--- config.mk ---
export PLATFORM = sky130hd
export DESIGN_NAME = pixel_readout_seq
export DESIGN_NICKNAME = d
export VERILOG_FILES = /design/src/rtl/pixel_seq_pkg.sv /design/src/rtl/cmp_sync.sv /design/src/rtl/pixel_readout_seq.sv
export SDC_FILE = /design/constraint.sdc
export NUM_CORES = 1
export LEC_CHECK = 0
export ABC_AREA = 1
export CAP_MARGIN = 10
export CORE_ASPECT_RATIO = 1.5
export CORE_MARGIN = 2
export CORE_UTILIZATION = 52
export CTS_CLUSTER_DIAMETER = 50
export DETAILED_ROUTE_END_ITERATION = 6
export PLACE_DENSITY = 0.8
export SYNTH_ARGS = -nofsm -noshare
export SYNTH_HDL_FRONTEND = slang
export SYNTH_HIERARCHICAL = 1
export SYNTH_SLANG_ARGS = --single-unit
--- constraint.sdc ---
create_clock -name clk -period 1.97 [get_ports clk]
set_clock_uncertainty 0.2 [all_clocks]
set_input_delay 0.197 -clock clk [delete_from_list [all_inputs] [get_ports clk]]
set_output_delay 0.197 -clock clk [all_outputs]
set_load 0.01 [all_outputs]
--- src/rtl/pixel_seq_pkg.sv ---
// rtl/pixel_seq_pkg.sv - shared constants for the pixel readout sequencer
package pixel_seq_pkg;

  localparam int DEF_N_PIX = 12;
  localparam int DEF_CNT_W = 16;
  localparam int DEF_T_SEL = 2;
  localparam int DEF_T_RST = 4;
  localparam int DEF_T_SH  = 3;
  localparam int DEF_T_CMP = 2;

  localparam logic [2:0] S_IDLE = 3'd0;
  localparam logic [2:0] S_SEL  = 3'd1;
  localparam logic [2:0] S_RST  = 3'd2;
  localparam logic [2:0] S_INT  = 3'd3;
  localparam logic [2:0] S_GAP  = 3'd4;
  localparam logic [2:0] S_SH   = 3'd5;
  localparam logic [2:0] S_CMP  = 3'd6;
  localparam logic [2:0] S_DONE = 3'd7;

endpackage

--- src/rtl/cmp_sync.sv ---
// rtl/cmp_sync.sv - two-flop synchronizer for the asynchronous comparator output
module cmp_sync (
  input  logic clk,
  input  logic rst,
  input  logic d,
  output logic q
);

  logic meta_q, meta_d;
  logic sync_q, sync_d;

  always_comb begin
    meta_d = d;
    sync_d = meta_q;
  end

  always_ff @(posedge clk) begin
    if (rst) begin
      meta_q <= 1'b0;
      sync_q <= 1'b0;
    end else begin
      meta_q <= meta_d;
      sync_q <= sync_d;
    end
  end

  assign q = sync_q;

endmodule

--- src/rtl/pixel_readout_seq.sv ---
// rtl/pixel_readout_seq.sv - per-pixel phase sequencer for the photodiode readout chain
// Optional PIX_MASK_EN adds a pix_mask input that skips masked pixels.
module pixel_readout_seq
  import pixel_seq_pkg::*;
#(
  parameter int N_PIX = DEF_N_PIX,
  parameter int CNT_W = DEF_CNT_W,
  parameter int T_SEL = DEF_T_SEL,
  parameter int T_RST = DEF_T_RST,
  parameter int T_SH  = DEF_T_SH,
  parameter int T_CMP = DEF_T_CMP
) (
  input  logic             clk,
  input  logic             rst,
  input  logic             start,
  input  logic             abort,
  input  logic [CNT_W-1:0] int_cycles,
`ifdef PIX_MASK_EN
  input  logic [N_PIX-1:0] pix_mask,
`endif
  input  logic             cmp_in,
  output logic             busy,
  output logic             done,
  output logic [N_PIX-1:0] result,
  output logic [N_PIX-1:0] pd_a,
  output logic [N_PIX-1:0] pd_b,
  output logic             sw1,
  output logic             sw2,
  output logic             sh_rst,
  output logic             sh,
  output logic             sh_cmp
);

  localparam int IDX_W = (N_PIX > 1) ? $clog2(N_PIX) : 1;

  logic [2:0]       state_q, state_d;
  logic [CNT_W-1:0] cnt_q, cnt_d;
  logic [CNT_W-1:0] int_q, int_d;
  logic [IDX_W-1:0] idx_q, idx_d;
  logic [N_PIX-1:0] result_q, result_d;
  logic             cmp_s;
  logic             phase_end;
  logic             first_ok, next_ok;
  logic [IDX_W-1:0] first_idx, next_idx;
  logic [N_PIX-1:0] pix_sel;

  cmp_sync u_cmp_sync (
    .clk (clk),
    .rst (rst),
    .d   (cmp_in),
    .q   (cmp_s)
  );

`ifdef PIX_MASK_EN
  logic [N_PIX-1:0] mask_q, mask_d;

  // Lowest unmasked pixel at or above 'from'; MSB flags that one exists.
  function automatic logic [IDX_W:0] next_pix(input logic [N_PIX-1:0] m, input int from);
    next_pix = '0;
    for (int i = N_PIX - 1; i >= 0; i--) begin
      if (i >= from && !m[i]) next_pix = {1'b1, IDX_W'(i)};
    end
  endfunction

  always_comb begin
    mask_d = (state_q == S_IDLE && start && !abort) ? pix_mask : mask_q;
    {first_ok, first_idx} = next_pix(pix_mask, 0);
    {next_ok, next_idx}   = next_pix(mask_q, int'(idx_q) + 1);
  end

  always_ff @(posedge clk) begin
    if (rst) mask_q <= '0;
    else     mask_q <= mask_d;
  end
`else
  always_comb begin
    first_ok  = 1'b1;
    first_idx = '0;
    next_ok   = (idx_q != IDX_W'(N_PIX - 1));
    next_idx  = idx_q + 1'b1;
  end
`endif

  assign phase_end = (cnt_q == '0);

  always_comb begin
    state_d  = state_q;
    cnt_d    = phase_end ? '0 : cnt_q - 1'b1;
    int_d    = int_q;
    idx_d    = idx_q;
    result_d = result_q;
    case (state_q)
      S_IDLE: begin
        cnt_d = '0;
        if (start) begin
          int_d    = int_cycles;
          result_d = '0;
          idx_d    = first_idx;
          if (first_ok) begin
            state_d = S_SEL;
            cnt_d   = CNT_W'(T_SEL - 1);
          end else begin
            state_d = S_DONE;
          end
        end
      end
      S_SEL: if (phase_end) begin
        state_d = S_RST;
        cnt_d   = CNT_W'(T_RST - 1);
      end
      S_RST: if (phase_end) begin
        state_d = S_INT;
        cnt_d   = (int_q == '0) ? '0 : int_q - 1'b1;
      end
      S_INT: if (phase_end) begin
        state_d = S_GAP;
        cnt_d   = '0;
      end
      S_GAP: if (phase_end) begin
        state_d = S_SH;
        cnt_d   = CNT_W'(T_SH - 1);
      end
      S_SH: if (phase_end) begin
        state_d = S_CMP;
        cnt_d   = CNT_W'(T_CMP - 1);
      end
      S_CMP: if (phase_end) begin
        result_d[idx_q] = cmp_s;
        if (next_ok) begin
          idx_d   = next_idx;
          state_d = S_SEL;
          cnt_d   = CNT_W'(T_SEL - 1);
        end else begin
          state_d = S_DONE;
        end
      end
      default: begin
        state_d = S_IDLE;
        cnt_d   = '0;
      end
    endcase
    // Abort overrides everything, including a start seen in the same IDLE cycle.
    if (abort) begin
      state_d  = S_IDLE;
      cnt_d    = '0;
      int_d    = int_q;
      idx_d    = idx_q;
      result_d = result_q;
    end
  end

  always_ff @(posedge clk) begin
    if (rst) begin
      state_q  <= S_IDLE;
      cnt_q    <= '0;
      int_q    <= '0;
      idx_q    <= '0;
      result_q <= '0;
    end else begin
      state_q  <= state_d;
      cnt_q    <= cnt_d;
      int_q    <= int_d;
      idx_q    <= idx_d;
      result_q <= result_d;
    end
  end

  assign pix_sel = N_PIX'(1) << idx_q;

  always_comb begin
    busy   = (state_q != S_IDLE) && (state_q != S_DONE);
    done   = (state_q == S_DONE);
    pd_a   = (state_q == S_SEL || state_q == S_RST || state_q == S_INT) ? pix_sel : '0;
    pd_b   = (state_q == S_SH || state_q == S_CMP) ? pix_sel : '0;
    sw1    = (state_q == S_RST);
    sw2    = (state_q == S_INT);
    sh_rst = (state_q == S_RST);
    sh     = (state_q == S_SH);
    sh_cmp = (state_q == S_CMP);
    result = result_q;
  end

endmodule

==> flow_metrics.tcl <==
set metrics [dict create \
    finalWorstSetupSlack_ns -0.0248 \
    grt.overflow.total 0 \
    clock_path_buffers 2 \
    routed_wirelength_um 9980 \
    die_w_um 69.3 \
    violations "setup timing" \
    finalHoldViolations 0 \
    hold_ws_ns 0.216 \
    yosys.area.top_type "dfxtp_1" \
    grt_use_met3_pct 3.55 \
    ir_drop_v 0.000693 \
    wl_per_cell_um 14.3 \
    syn-mean-instance-area_um2 6.42 \
    placed_cells 687 \
    p_per_area_nw_per_um2 1170 \
    hpwl_um 7740 \
    routed_via_density 5.43 \
    drt_iter0_drc 183 \
    period_needed_ns 1.99 \
    diodes 0 \
    cp-start-kind "flip-flop" \
    setup_viol 2 \
    cts_tree "built" \
    numCtsBuffers 5 \
    syn-num-nets 549 \
    finalCritPeriodShare_pct 101 \
    grt_max_degree 19 \
    grt_usage_pct 28.3 \
    synthCells 519 \
    drv_cap 0 \
    holdBufCountCts 0 \
    yosys_warnings 6 \
    antenna_left 0 \
    status "finished, violations left" \
    htree_levels 2 \
    met2_usage_pct 57.1 \
    postLayoutCellArea_um2 4510 \
    mostFrequentLayoutCells "nor2_1 (101), nand2_1 (92), dfxtp_1 (47), buf_4 (46), inv_1 (45)" \
    root_buffer "clkbuf_8" \
    crit_fanout 4 \
    antenna_found_initial 0 \
    synthesis.area_um2 3330 \
    synth_area_leaders "dfxtp_1 (32%), nor2_1 (12%), nand2_1 (11%)" \
    max_freq_mhz 501 \
    endpoint_kind "output port" \
    place_congestion 0.938 \
    crit_arrival_ns 1.60 \
    grt_use_met1_pct 28.7 \
    coreArea_um2 6170 \
    grt.busiest_layer "met2" \
    nNetsFinal 651 \
    path_class "flip-flop to output port" \
    fillers 540 \
    io_pins 64 \
    layout-drive-gt1-share_pct 18.3 \
    cts_sinks 53 \
    slew_headroom_pct 74.4 \
    min-delay-path-class "primary input to flip-flop" \
    grt_pass1_vias 3681 \
    synth.distinct_cells 33 \
    ys_seq_area_share_pct 31.9 \
    final_common_cell "nor2_1" \
    synth_top_area_share_pct 31.9 \
    start_util_pct 53.9 \
    rsz0062_at_grt "yes" \
    dr.pass1.iters 5 \
    p_leak_uw 0.00211 \
    grt_pass1_wl_um 16400 \
    tightest_slew_ns 0.383 \
    clk_latency_ns 0.30 \
    area_growth_pct 35.4 \
    io_buffers 63 \
    instances_no_fill 696 \
    placed_area_um2 4320 \
    std_cell_rows 35 \
    die_area_um2 7070 \
    drv_slew 0 \
    vias 3781 \
    drc 0 \
    path_clk_slew_ns 0.10 \
    dieHeight_um 102 \
    cp_data_required_time_ns 1.57 \
    ys_seq_elements 53 \
]
==> registers in the layout (all words and copies together) (netlist names) <==
name	cells
u_cmp_sync/meta_q	1
u_cmp_sync/q	1
idx_q	4
cnt_q	16
state_q	3
int_q	16
result	12
==> path summary, 6_finish.rpt <==
check / to / start / slack (ns) / cells past startpoint
max: pd_b[5] / idx_q[0]$_SDFFE_PP0P_ / -0.02 / 5
min: u_cmp_sync/meta_q$_SDFF_PP0_ / cmp_in / 0.22 / 3
max reg2reg: result[1]$_SDFFE_PP0P_ / state_q[1]$_SDFFE_PP0P_ / 0.12 / 9
min reg2reg: u_cmp_sync/q$_SDFF_PP0_ / u_cmp_sync/meta_q$_SDFF_PP0_ / 0.24 / 2
==> report_power, final <==
group / leakage [µW] / switching, µW / internal (µW)
sequential: 0.000434 / 133 / 1210
combinational: 0.00162 / 1940 / 1240
clock: 0.0000543 / 364 / 381
total: 0.00211 / 2440 / 2830
==> routing by layer <==
metal / routed length [µm] / part of all wire (%) / vias to the layer above
met1: 3690 / 37 / 1739
met3: 422 / 4.2 / 30
met4: 334 / 3.3 / 0
met2: 5540 / 55 / 120
met5: 0 / 0 / -
li1: - / - / 1892
==> per-stage QoR <==
stage	setup WS [ns]	setup TNS (ns)	util [%]	total power (µW)
finish	-0.0248	-0.0449	73.0	5270
global placement	0.0103	0	70.0	4420
floorplan	0.230	0	-	3410
detailed placement	-0.116	-0.339	70.0	4470
CTS	0.00796	0	72.4	5220
global route	-0.0975	-0.988	73.0	5720
==> final cells by class <==
type | count | area, µm² | share of cell area [%]
Multi-Input combinational cell | 398 | 2090 | 46.2
Sequential cell | 53 | 1070 | 23.7
Timing Repair Buffer | 109 | 938 | 20.8
Inverter | 54 | 208 | 4.60
Tap cell | 74 | 92.6 | 2.05
Clock buffer | 5 | 68.8 | 1.53
Clock inverter | 3 | 46.3 | 1.03
==> Yosys cell counts (all sizes together) <==
| master | count |
|---|---|
| o21a | 2 |
| dfxtp | 53 |
| ha | 9 |
| o211ai | 3 |
| a21oi | 22 |
| nand3 | 31 |
| nor3 | 39 |
| a211oi | 1 |
| a31oi | 1 |
| inv | 54 |
| o21ai | 34 |
| buf | 9 |
| nand2 | 101 |
| xor2 | 7 |
| xnor2 | 5 |
| nor2 | 115 |
| clkbuf | 6 |
| and2 | 1 |
| nand4 | 13 |
| o21bai | 12 |
| a21boi | 1 |
==> kinds of logic after synthesis <==
logic type                 share of synthesized area [%]
adders and majority gates                           3.38
AOI/OAI and AO/OA                                   13.3
and+or+nand+nor                                     39.7
DFF                                                 31.9
buffers and inverters                               8.53
xor gates and xnor gates                            3.16
==> critical path: stages (launching register included) <==
cell	delay, ns
dfxtp_2	0.39
buf_4	0.14
ha_2	0.20
nand3_1	0.15
nor2_1	0.13
dlygate4sd2_1	0.27
==> repair_timing <==
| action | in CTS | in global routing |
|---|---|---|
| setup buffers | 0 | 0 |
| pin swaps | 0 | 0 |
| endpoints found under the setup margin | 31 | 36 |
| resized for setup | 60 | 20 |
| cloned | 0 | 1 |
(Power assumes the default switching activity.)
